File: src/rtl/spi_audio_tx.sv
// SPI mode-0 slave transmitter: queues 16-bit audio words and shifts one word
// MSB-first on MISO per active frame, sharing sclk_in/active with the receiver.
//
// state    | meaning
// ---------+---------------------------------------------------------------
// IDLE     | no frame; MISO tri-state (oe=0, data=0), waiting for active rise
// SHIFT    | word loaded, MISO updated after each SCLK fall, rises counted
// WAIT_END | 16 bits sent; MISO held 0, extra SCLK ignored until active falls
module spi_audio_tx #(
   parameter int          FIFO_DEPTH    = 2,
   parameter logic [15:0] UNDERRUN_WORD = 16'h0000
) (
   input  logic        clk_25mhz,
   input  logic        reset,
   input  logic        sclk_in,
   input  logic        active,
   input  logic [15:0] audio_in,
   input  logic        audio_valid,
   output logic        audio_ready,
   output logic        miso_out,
   output logic        miso_oe,
   output logic        tx_done,
   output logic        underrun,
   output logic        aborted
);

   localparam int AW = (FIFO_DEPTH > 1) ? $clog2(FIFO_DEPTH) : 1;
   localparam logic [AW:0] DEPTH_CNT = (AW + 1)'(FIFO_DEPTH);

   typedef enum logic [1:0] {IDLE, SHIFT, WAIT_END} state_t;

   state_t      state;
   logic        sclk_s1, sclk_s2, sclk_d;
   logic        act_s1, act_s2, act_d;
   logic        sclk_rise, sclk_fall, act_rise, act_fall;
   logic [1:0]  sync_fill;
   logic        armed;

   logic [15:0] fifo_mem [FIFO_DEPTH];
   logic [AW-1:0] wr_ptr, rd_ptr;
   logic [AW:0] count;
   logic        fifo_full, fifo_empty, push, pop, frame_start;
   logic [15:0] head_word;

   logic [14:0] shift_reg;
   logic [4:0]  bit_cnt;

   // Edge pulses are registered, so an edge reaches the FSM 3 cycles after the pin.
   // armed waits until the synchronizer holds real pin data and active is seen low.
   always_ff @(posedge clk_25mhz) begin
      if (reset) begin
         sclk_s1   <= 1'b0;
         sclk_s2   <= 1'b0;
         sclk_d    <= 1'b0;
         act_s1    <= 1'b0;
         act_s2    <= 1'b0;
         act_d     <= 1'b0;
         sclk_rise <= 1'b0;
         sclk_fall <= 1'b0;
         act_rise  <= 1'b0;
         act_fall  <= 1'b0;
         sync_fill <= 2'b00;
         armed     <= 1'b0;
      end else begin
         sclk_s1   <= sclk_in;
         sclk_s2   <= sclk_s1;
         sclk_d    <= sclk_s2;
         act_s1    <= active;
         act_s2    <= act_s1;
         act_d     <= act_s2;
         sclk_rise <= sclk_s2 & ~sclk_d;
         sclk_fall <= ~sclk_s2 & sclk_d;
         act_rise  <= act_s2 & ~act_d;
         act_fall  <= ~act_s2 & act_d;
         sync_fill <= {sync_fill[0], 1'b1};
         if (sync_fill[1] && !act_s2)
            armed <= 1'b1;
      end
   end

   assign fifo_full   = (count == DEPTH_CNT);
   assign fifo_empty  = (count == '0);
   assign audio_ready = ~fifo_full;
   assign frame_start = (state == IDLE) && act_rise && armed;
   assign push        = audio_valid && !fifo_full;
   assign pop         = frame_start && !fifo_empty;
   assign head_word   = fifo_empty ? UNDERRUN_WORD : fifo_mem[rd_ptr];

   always_ff @(posedge clk_25mhz) begin
      if (push)
         fifo_mem[wr_ptr] <= audio_in;
   end

   always_ff @(posedge clk_25mhz) begin
      if (reset) begin
         wr_ptr <= '0;
         rd_ptr <= '0;
         count  <= '0;
      end else begin
         if (push)
            wr_ptr <= wr_ptr + AW'(1);
         if (pop)
            rd_ptr <= rd_ptr + AW'(1);
         case ({push, pop})
            2'b10:   count <= count + (AW + 1)'(1);
            2'b01:   count <= count - (AW + 1)'(1);
            default: count <= count;
         endcase
      end
   end

   always_ff @(posedge clk_25mhz) begin
      if (reset) begin
         state     <= IDLE;
         shift_reg <= '0;
         bit_cnt   <= '0;
         miso_out  <= 1'b0;
         miso_oe   <= 1'b0;
         tx_done   <= 1'b0;
         underrun  <= 1'b0;
         aborted   <= 1'b0;
      end else begin
         tx_done  <= 1'b0;
         underrun <= 1'b0;
         aborted  <= 1'b0;
         case (state)
            IDLE: begin
               miso_oe  <= 1'b0;
               miso_out <= 1'b0;
               if (frame_start) begin
                  shift_reg <= head_word[14:0];
                  miso_out  <= head_word[15];
                  underrun  <= fifo_empty;
                  bit_cnt   <= '0;
                  miso_oe   <= 1'b1;
                  state     <= SHIFT;
               end
            end
            SHIFT: begin
               if (sclk_rise && bit_cnt == 5'd15) begin
                  // last bit already sampled; a coincident active fall still ends cleanly
                  bit_cnt  <= 5'd16;
                  tx_done  <= 1'b1;
                  miso_out <= 1'b0;
                  if (act_fall) begin
                     miso_oe <= 1'b0;
                     state   <= IDLE;
                  end else begin
                     state   <= WAIT_END;
                  end
               end else if (act_fall) begin
                  aborted  <= 1'b1;
                  miso_oe  <= 1'b0;
                  miso_out <= 1'b0;
                  state    <= IDLE;
               end else begin
                  if (sclk_rise)
                     bit_cnt <= bit_cnt + 5'd1;
                  if (sclk_fall && bit_cnt < 5'd16) begin
                     miso_out  <= shift_reg[14];
                     shift_reg <= {shift_reg[13:0], 1'b0};
                  end
               end
            end
            WAIT_END: begin
               miso_out <= 1'b0;
               if (act_fall) begin
                  miso_oe <= 1'b0;
                  state   <= IDLE;
               end
            end
            default: begin
               miso_oe  <= 1'b0;
               miso_out <= 1'b0;
               state    <= IDLE;
            end
         endcase
      end
   end

endmodule

File: config.mk
export PLATFORM = sky130hd
export DESIGN_NAME = spi_audio_tx
export DESIGN_NICKNAME = d
export VERILOG_FILES = /design/src/rtl/spi_audio_tx.sv
export SDC_FILE = /design/constraint.sdc
export NUM_CORES = 1
export LEC_CHECK = 0
export BUFFER_PORTS_ARGS = -buffer_cell sky130_fd_sc_hd__clkbuf_2
export CAP_MARGIN = 20
export CORE_AREA = 2 2 87 89
export CTS_CLUSTER_DIAMETER = 60
export DETAILED_ROUTE_END_ITERATION = 12
export DIE_AREA = 0 0 89 91
export GPL_TIMING_DRIVEN = 0
export SYNTH_ARGS = -nofsm -noshare
export SYNTH_HDL_FRONTEND = slang
export SYNTH_SLANG_ARGS = --single-unit
File: constraint.sdc
create_clock -name clk_25mhz -period 2.4 [get_ports clk_25mhz]
set_input_delay 0.24 -clock clk_25mhz [delete_from_list [all_inputs] [get_ports clk_25mhz]]
set_output_delay 0.24 -clock clk_25mhz [all_outputs]
set_load 0.02 [all_outputs]
==> qor.csv <==
metric;value;unit
cp_cell_sequence;ha_1 -> and3_1 -> ha_1 -> and2_4 -> or3_4 -> clkbuf_2 -> o21ai_0 -> a311oi_1;
synth_ff_type;dfxtp_1;
yosysWarnings;0;
pre_cts_slack;0.232;ns
tightest_slew;0.850;ns
drtAntennaViolNets;0;
io_buffers;26;
place_congestion;0.790;
powerDensity;865;nW/um^2
switchingPower;0.784;mW
dp_hpwl;3870;microns
finalSetupTns;0;ns
power_frac_seq;47.7;%
syn-cell-area;3100;sq um
endpoint_kind;flip-flop;
ios;27;
die_h;91;microns
routed_wl;5650;microns
gr-usage-all-layers;15.6;%
power.internal;2.33;mW
maxSlewViolCount;0;
drtIter0Drc;164;
crit_family;simple AND/OR/NAND/NOR gates;
multi_input_area;1130;sq um
cts_buffers;9;
ys_types;43;
register_area;1860;sq um
grt_pass1_wl;9490;microns
pwr-share-clk;37.6;%
period_needed;2.20;ns
antenna_found_initial;0;
cpMostUsedCell;ha_1;
initial_utilization;43.5;%
period_share;91.5;%
cellLeakagePower;1.30;nW
insertedDiodeCount;0;
syn_nets;295;
vias;2105;
rsz0062_at_grt;false;
yosysSeqAreaShare;60.0;%
largest_register_ffs;32;
area_delta_synth_final;16.0;%
die_w;89;microns
viasPerCell;5.16;
route.detailed.drc;0;
hp-start;audio_in[5];
fin_ws;0.203;ns
fp-row-count;31;
crit_fanout;10;
fin_cells;408;
clock-root-buffer;clkbuf_8;
cts_hold_buf;0;
post_cts_buffers;0;
power.share.switching;25.2;%
grt_max_degree;17;
cts_tree;yes;
start_kind;flip-flop;
clock_path_buffers;2;
fin_nets;332;
crit_start;bit_cnt[0];
hp-class;in2reg;
utilization;50.5;%
cp.required;2.61;ns
max_freq;455;MHz
finalSetupViolCount;0;
grt_overflow_total;0;
clk_pin_slew;0.07;ns
hold_viol_final;0;
timing.rr.start;bit_cnt[0];
slowest_delay;0.39;ns
dr.pass1.iters;4;
outcome;complete, no violations;
core_area;7140;sq um
async_flop_share;0;%
drive_gt1_share;23.6;%
h-tree-depth;3;
finClkSkew;0.00394;ns
grt_pass1_vias;2033;
arrival;2.41;ns
critPathSlowestCell;or3_4;
die_area;8100;sq um
maxCapViolCount;0;
cts_resized;0;
synth_edf_count;32;
syn_inst;267;
relSlewSlack;43.3;%
routedWlPerCell;13.8;microns
n_fill_cell;686;
placed_cells;392;
combinationalPowerShare;14.8;%
ys_ff_latch;77;
cp_num_buf_inv;1;
numClockSinks;77;
ir_drop;0.372;mV
path_class;reg2reg;
clock_latency;0.35;ns
syn_area_per_cell;11.6;sq um
==> metal layers <==
metal,share of wire [%],track usage (%),vias up
met5,0,0,-
met1,50,21.5,990
met3,4.3,4.18,14
met4,3.0,9.45,0
li1,-,-,1054
met2,43,21.6,47
==> logic make-up after synthesis <==
logic type | synth area share, %
AOI/OAI and AO/OA | 14.8
xor gates and xnor gates | 1.13
adders and majority gates | 2.82
buffers and inverters | 3.79
DFF | 60.0
muxes | 6.13
and+or+nand+nor | 11.4
==> synth_stat cells (2+ instances only) <==
| library cell | n | area share [%] |
|---|---|---|
| nand2_1 | 22 | 2.7 |
| ha_1 | 7 | 2.8 |
| xor2_1 | 2 | 0.56 |
| nand2b_1 | 3 | 0.60 |
| a21oi_1 | 20 | 3.2 |
| clkbuf_1 | 3 | 0.36 |
| xnor2_1 | 2 | 0.56 |
| nor4_1 | 2 | 0.40 |
| nor3_1 | 2 | 0.32 |
| nand3_1 | 8 | 1.3 |
| nor2_1 | 15 | 1.8 |
| a311oi_1 | 14 | 4.0 |
| and3_1 | 3 | 0.60 |
| a31oi_1 | 3 | 0.60 |
| inv_1 | 8 | 0.97 |
| or3_1 | 3 | 0.60 |
| edfxtp_1 | 32 | 31 |
| nor2b_1 | 9 | 1.8 |
| o211ai_1 | 2 | 0.48 |
| buf_1 | 2 | 0.24 |
| mux2_2 | 16 | 5.8 |
| o21ai_0 | 18 | 2.9 |
| a221oi_1 | 2 | 0.56 |
| clkbuf_8 | 2 | 0.89 |
| dfxtp_1 | 45 | 29 |
| buf_2 | 5 | 0.81 |
==> power by group through the flow <==
stage | clock (mW) | combinational [mW] | sequential [mW]
detailed placement | 0 | 0.464 | 1.51
global placement | 0 | 0.458 | 1.51
global route | 1.25 | 0.525 | 1.49
floorplan | 0 | 0.340 | 1.51
finish | 1.17 | 0.461 | 1.48
CTS | 1.21 | 0.467 | 1.48
==> layout make-up <==
type	count	share of cell area, %
inverters	8	0.834
plain buffers	14	2.43
multi-input cells	168	31.3
repair buffers	26	3.61
clock buffers	12	4.03
well taps	99	3.44
flip-flops and latches	77	51.7
clock inverters	4	2.64
==> metrics by stage <==
step / hold WS [ns] / instance area (sq um) / power (mW)
after floorplan: 0.339 / 3100 / 1.85
after global placement: 0.394 / 3360 / 1.97
after detailed placement: 0.398 / 3360 / 1.98
after CTS: 0.0478 / 3600 / 3.16
after global routing: 0.0581 / 3600 / 3.27
final: 0.0728 / 3600 / 3.11
==> worst register-to-register path: stages, from the launching register on <==
cell      delay [ns]
dfxtp_1         0.34
ha_1            0.23
and3_1          0.19
ha_1            0.22
and2_4          0.20
or3_4           0.39
clkbuf_2        0.20
o21ai_0         0.20
a311oi_1        0.11
==> placed cells by master (no fill, tap or decap), types with 3 or more instances in the layout <==
master	instances
clkbuf_8	12
dfxtp_1	45
mux2_2	16
clkbuf_2	27
or3_1	3
clkbuf_1	5
inv_1	8
nand2b_1	3
nor2_1	14
ha_1	7
a21oi_1	20
bufinv_16	3
o21ai_0	18
nand2_1	22
edfxtp_1	32
nor2b_1	9
a311oi_1	14
nand3_1	8
a31oi_1	3
and3_1	3
buf_2	5
==> final timing paths <==
check / slack, ns / cells past startpoint / end
min: 0.07 / 1 / fifo_mem[1][5]
max reg2reg: 0.20 / 8 / shift_reg[14]
min reg2reg: 0.41 / 1 / act_rise
max: 0.20 / 8 / shift_reg[14]
(Power assumes the default switching activity.)
